--- src/rtl/pl_fetch_seq_ctrl.sv ---
// ============================================================================
// pl_fetch_seq_ctrl : PC sequencer and load-use / branch hazard control
// Rev 1.0
// ============================================================================
`default_nettype none

module pl_fetch_seq_ctrl #(
  parameter int                      PROG_CTR_WID = 10,
  parameter logic [PROG_CTR_WID-1:0] RESET_VECTOR = '0,
  parameter int                      FLUSH_CYCLES = 2
) (
  input  logic                    clk,
  input  logic                    rst,
  input  logic                    start,
  input  logic                    halt_req,
  input  logic                    imem_rdy,
  input  logic                    branch_taken_EX,
  input  logic [PROG_CTR_WID-1:0] branch_target_EX,
  input  logic                    load_true_ID,
  input  logic [2:0]              ld_dest_ID,
  input  logic [2:0]              op1_addr_IF,
  input  logic [2:0]              op2_addr_IF,
  input  logic                    uses_ops_IF,
  output logic [PROG_CTR_WID-1:0] prog_ctr,
  output logic                    imem_req,
  output logic                    stall_IF,
  output logic                    bubble_ID,
  output logic                    flush,
  output logic                    halted,
  output logic [2:0]              fsm_state,
  output logic [15:0]             fetch_count
);

  typedef enum logic [2:0] {
    IDLE     = 3'd0,
    RUN      = 3'd1,
    STALL_LD = 3'd2,
    WAIT_MEM = 3'd3,
    FLUSH    = 3'd4,
    HALT     = 3'd5
  } state_t;

  localparam logic [PROG_CTR_WID-1:0] PC_ONE     = 1;
  localparam logic [1:0]              FLUSH_LOAD = 2'(FLUSH_CYCLES - 1);

  state_t     state;
  logic [1:0] flush_cnt;
  logic       hazard;

  assign hazard = load_true_ID & uses_ops_IF &
                  ((ld_dest_ID == op1_addr_IF) | (ld_dest_ID == op2_addr_IF));

  assign fsm_state = state;

  always_ff @(posedge clk) begin
    if (rst) begin
      state       <= IDLE;
      prog_ctr    <= RESET_VECTOR;
      imem_req    <= 1'b0;
      stall_IF    <= 1'b0;
      bubble_ID   <= 1'b0;
      flush       <= 1'b0;
      halted      <= 1'b0;
      fetch_count <= 16'd0;
      flush_cnt   <= 2'd0;
    end else begin
      case (state)
        IDLE: begin
          if (start) begin
            state    <= RUN;
            imem_req <= 1'b1;
          end
        end

        RUN, STALL_LD, WAIT_MEM: begin
          if (branch_taken_EX) begin
            prog_ctr  <= branch_target_EX;
            imem_req  <= 1'b1;
            flush     <= 1'b1;
            stall_IF  <= 1'b0;
            bubble_ID <= 1'b0;
            flush_cnt <= FLUSH_LOAD;
            state     <= (FLUSH_CYCLES == 1) ? RUN : FLUSH;
          end else if (halt_req) begin
            imem_req  <= 1'b0;
            halted    <= 1'b1;
            stall_IF  <= 1'b0;
            bubble_ID <= 1'b0;
            flush     <= 1'b0;
            state     <= HALT;
          end else if (state == RUN && hazard) begin
            // One bubble per load-use: STALL_LD never re-checks the hazard.
            stall_IF  <= 1'b1;
            bubble_ID <= 1'b1;
            flush     <= 1'b0;
            state     <= STALL_LD;
          end else if (!imem_rdy) begin
            stall_IF  <= 1'b1;
            bubble_ID <= 1'b0;
            flush     <= 1'b0;
            state     <= WAIT_MEM;
          end else begin
            prog_ctr  <= prog_ctr + PC_ONE;
            if (fetch_count != 16'hFFFF)
              fetch_count <= fetch_count + 16'd1;
            stall_IF  <= 1'b0;
            bubble_ID <= 1'b0;
            flush     <= 1'b0;
            state     <= RUN;
          end
        end

        FLUSH: begin
          imem_req <= 1'b1;
          if (flush_cnt == 2'd0) begin
            flush <= 1'b0;
            state <= RUN;
          end else begin
            flush     <= 1'b1;
            flush_cnt <= flush_cnt - 2'd1;
          end
        end

        HALT: begin
          if (start && !halt_req) begin
            halted   <= 1'b0;
            imem_req <= 1'b1;
            state    <= RUN;
          end
        end

        default: begin
          state     <= IDLE;
          imem_req  <= 1'b0;
          stall_IF  <= 1'b0;
          bubble_ID <= 1'b0;
          flush     <= 1'b0;
          halted    <= 1'b0;
        end
      endcase
    end
  end

endmodule

`default_nettype wire

--- config.mk ---
export PLATFORM = sky130hd
export DESIGN_NAME = pl_fetch_seq_ctrl
export DESIGN_NICKNAME = d
export VERILOG_FILES = /design/src/rtl/pl_fetch_seq_ctrl.sv
export SDC_FILE = /design/constraint.sdc
export NUM_CORES = 1
export LEC_CHECK = 0
export ABC_AREA = 0
export ABC_CLOCK_PERIOD_IN_PS = 4250
export CAP_MARGIN = 25
export CORE_AREA = 2 2 71 66
export DETAILED_ROUTE_END_ITERATION = 10
export DIE_AREA = 0 0 73 68
export PLACE_DENSITY = 0.93
export SYNTH_ARGS = -nofsm -noshare
export SYNTH_HDL_FRONTEND = slang
export SYNTH_SLANG_ARGS = --single-unit
--- constraint.sdc ---
create_clock -name clk -period 4.25 [get_ports clk]
set_input_delay 0.85 -clock clk [delete_from_list [all_inputs] [get_ports clk]]
set_output_delay 0.85 -clock clk [all_outputs]
set_load 0.05 [all_outputs]
==> impl_metrics.csv <==
group,metric,value,unit
worst_hold_path,hold-path-endpoint,"stall_IF",
layout,layout_common_cells,"clkdlybuf4s50_1, nor2_1, dfxtp_1, a21oi_1, xor2_1",
worst_setup_path,crit_family,"simple AND/OR/NAND/NOR gates",
synth,synth_top_family_by_area,"simple AND/OR/NAND/NOR gates",
synth,yosys.area_share.adder,1.84,%
synth,synth_compound_gate_area_share,20.9,%
sta,tightest_slew,0.718,ns
sta,rsz0062_at_grt,"false",
worst_setup_path,r2r_start,"fsm_state[0]",
worst_setup_path,cp_slowest_cell,"nor2_1",
synth,ys.warnings.count,0,
clock_network,ctsResizeCount,0,
drt,drc,0,
sta,max-slew-margin-rel,52.1,%
clock_network,cts.sinks,36,
floorplan,die_x,73,um
synth,ys_types,44,
worst_setup_path,critPathMaxStageDelay,0.54,ns
synth,synth_xor_area_share,8.58,%
floorplan,start_util,47.6,%
sta,setup_tns,0,ns
grt,grt.overflow.total,0,
drt,routedWlPerCell,14.2,um
worst_setup_path,crit_arrival,3.02,ns
clock_network,cts_tree,"built",
worst_setup_path,reg2reg_setup_slack,1.82,ns
grt,grt_pass1_wl,8.32,mm
drt,num_vias,2106,
grt,antenna_found_initial,0,
worst_setup_path,end_kind,"register",
power,total_power,833,uW
layout,final_common_cell,"clkdlybuf4s50_1",
drt,dr.pass1.iters,5,
floorplan,rows,23,
layout,syn2layout_area_growth,33.6,%
worst_setup_path,critPathKind,"input port to register",
floorplan,io_pins,61,
drt,via_per_inst,5.77,
synth,syn_nets,290,
synth,ys_seq_area_share,35.3,%
drt,antenna_left,0,
synth,ys_seq_elements,36,
sta,clock-skew-final,0.00462,ns
worst_hold_path,worstHoldStart,"stall_IF",
synth,synth_area,2040,um^2
clock_network,htreeDepth,2,
sta,fin_crit_sh,65.9,%
power,power_leakage,1.01,nW
power,ir_drop,197,uV
clock_network,cts_setup_buffers,0,
layout,fin_util,63.6,%
worst_setup_path,required,4.47,ns
clock_network,holdBufCountCts,0,
synth,synthCells,260,
layout,fillCellCount,365,
floorplan,die_area,4960,um^2
drt,first_iter_violations,143,
layout,drive_gt1_share,4.44,%
placement,post-place-ws,1.19,ns
worst_setup_path,start_kind,"input port",
worst_setup_path,r2r_cells,6,
sta,hold_viol,0,
sta,report.final.slew_viol_count,0,
clock_network,clk_latency,0.29,ns
clock_network,cts_buffers,5,
sta,setup_viol,0,
synth,syn_avg_cell_area,7.85,um^2
worst_setup_path,path_buf_inv,1,
sta,fin_crit,2.80,ns
clock_network,cts_root_buffer,"clkbuf_8",
placement,port_buffers,60,
drt,routed_wl,5.17,mm
worst_setup_path,r2r_end,"prog_ctr[8]",
sta,worst_slack,1.45,ns
synth,yosys.area_share.simple,28.1,%
clock_network,cts.clk_slew.worst_paths,0.07,ns
worst_setup_path,crit_fanout,11,
sta,holdWs,0.498,ns
worst_hold_path,hold_depth,2,
clock_network,clockBufferDepth,2,
layout,n_antenna_cell,0,
grt,grt_usage,21.3,%
worst_setup_path,crit_chain,"clkdlybuf4s50_1 -> xor2_1 -> nor3_1 -> nor3_2 -> nor2_1 -> o21ai_0 -> a21oi_1",
sta,clock.fmax,0.357,GHz
job,maxCapViolCount,0,
synth,synthMuxAreaShare,0.980,%
floorplan,core,4290,um^2
placement,place.gp.congestion,0.870,
outcome,status,"completed",
layout,nets,345,
placement,hpwl,3.69,mm
power,p_per_area,305,nW/um^2
worst_hold_path,hold_path_class,"register to register",
floorplan,die-height,68,um
grt,grt_max_degree,39,
grt,grt_pass1_vias,1850,
-- cell families (layout without fill, tap and decap cells) --
kind of cell             Yosys count  after routing
buffers and inverters             19             74
XOR/XNOR                          20             20
AND/OR/NAND/NOR                  115            115
AO/OA/AOI/OAI                     65             65
multiplexers                       2              2
adder cells (fa/ha/maj)            3              3
flip-flops                        36             36
-- per-layer routing --
metal / global-route usage, % / routed length [um] / vias up
met5: 0 / 0 / -
met3: 5.60 / 355 / 6
met1: 26.3 / 2260 / 978
li1: - / - / 1036
met4: 5.79 / 24 / 0
met2: 36.8 / 2530 / 86
-- layout make-up --
cell class,count,area [um^2],area share (%)
clock buffers,6,72.6,2.66
clock inverters,1,5.00,0.183
inverters,5,18.8,0.688
multi-input cells,205,1230,45.2
flip-flops and latches,36,721,26.4
well taps,50,62.6,2.29
repair buffers,62,616,22.6
-- cells in the mapped netlist, drive strengths merged --
cell type | instances | share of area, %
and4b | 1 | 0.49
o21a | 4 | 1.5
nor3b | 1 | 0.37
xor2 | 19 | 8.1
nand4 | 8 | 2.5
nor2 | 36 | 6.6
ha | 3 | 1.8
a21o | 1 | 0.37
nor3 | 13 | 3.4
o41ai | 3 | 1.3
and3 | 12 | 3.7
nand2b | 4 | 1.2
o21ai | 20 | 5.1
o21ba | 1 | 0.80
a31oi | 1 | 0.31
xnor2 | 1 | 0.43
a311oi | 1 | 0.43
o22ai | 1 | 0.31
a41oi | 1 | 0.43
clkbuf | 10 | 1.8
a22o | 3 | 1.3
a21oi | 21 | 5.1
nand3 | 14 | 3.7
nor2b | 5 | 1.5
or2 | 1 | 0.31
a211oi | 1 | 0.37
a32oi | 1 | 0.43
and2 | 3 | 1.0
buf | 4 | 1.6
or3 | 1 | 0.31
o32ai | 3 | 1.3
nand2 | 16 | 2.9
inv | 5 | 0.92
mux2i | 2 | 0.98
dfxtp | 36 | 35
a22oi | 1 | 0.37
o311a | 2 | 1.5
-- report_power, final --
| part | switching [mW] | internal (mW) | total [mW] | leakage, nW |
|---|---|---|---|---|
| logic | 0.131 | 0.0926 | 0.224 | 0.676 |
| clock network | 0.118 | 0.111 | 0.229 | 0.0410 |
| registers | 0.0251 | 0.355 | 0.380 | 0.292 |
-- sequential cells by signal (all words and copies together) (netlist names) --
name         flops
bubble_ID        1
prog_ctr        10
halted           1
fetch_count     16
fsm_state        3
flush_cnt        2
flush            1
stall_IF         1
imem_req         1
-- worst max path at each step --
| stage | cells after the start | slack, ns | endpoint | from |
|---|---|---|---|---|
| final | 7 | 1.45 | prog_ctr[8] | ld_dest_ID[1] |
| after global routing | 7 | 1.27 | prog_ctr[3] | ld_dest_ID[1] |
| after CTS | 7 | 1.46 | prog_ctr[8] | ld_dest_ID[1] |
| after detailed placement | 7 | 1.19 | fetch_count[12] | ld_dest_ID[1] |
| after global placement | 7 | 1.31 | fetch_count[12] | ld_dest_ID[2] |
| after floorplan | 7 | 2.16 | fetch_count[13] | fetch_count[6] |
-- tightest hold or removal path, delay by kind of cell (launching register included) --
| family | cells | cell delay (ns) |
|---|---|---|
| AO/OA/AOI/OAI | 1 | 0.06 |
| flip-flops | 1 | 0.33 |
| AND/OR/NAND/NOR | 1 | 0.06 |
-- through the flow --
step,instances,area (um^2)
6_report,365,2730
5_1_grt,365,2730
4_1_cts,365,2730
3_5_place_dp,358,2650
3_3_place_gp,358,2650
2_1_floorplan,260,2040
No activity file was read; power rests on OpenSTA's default activity.
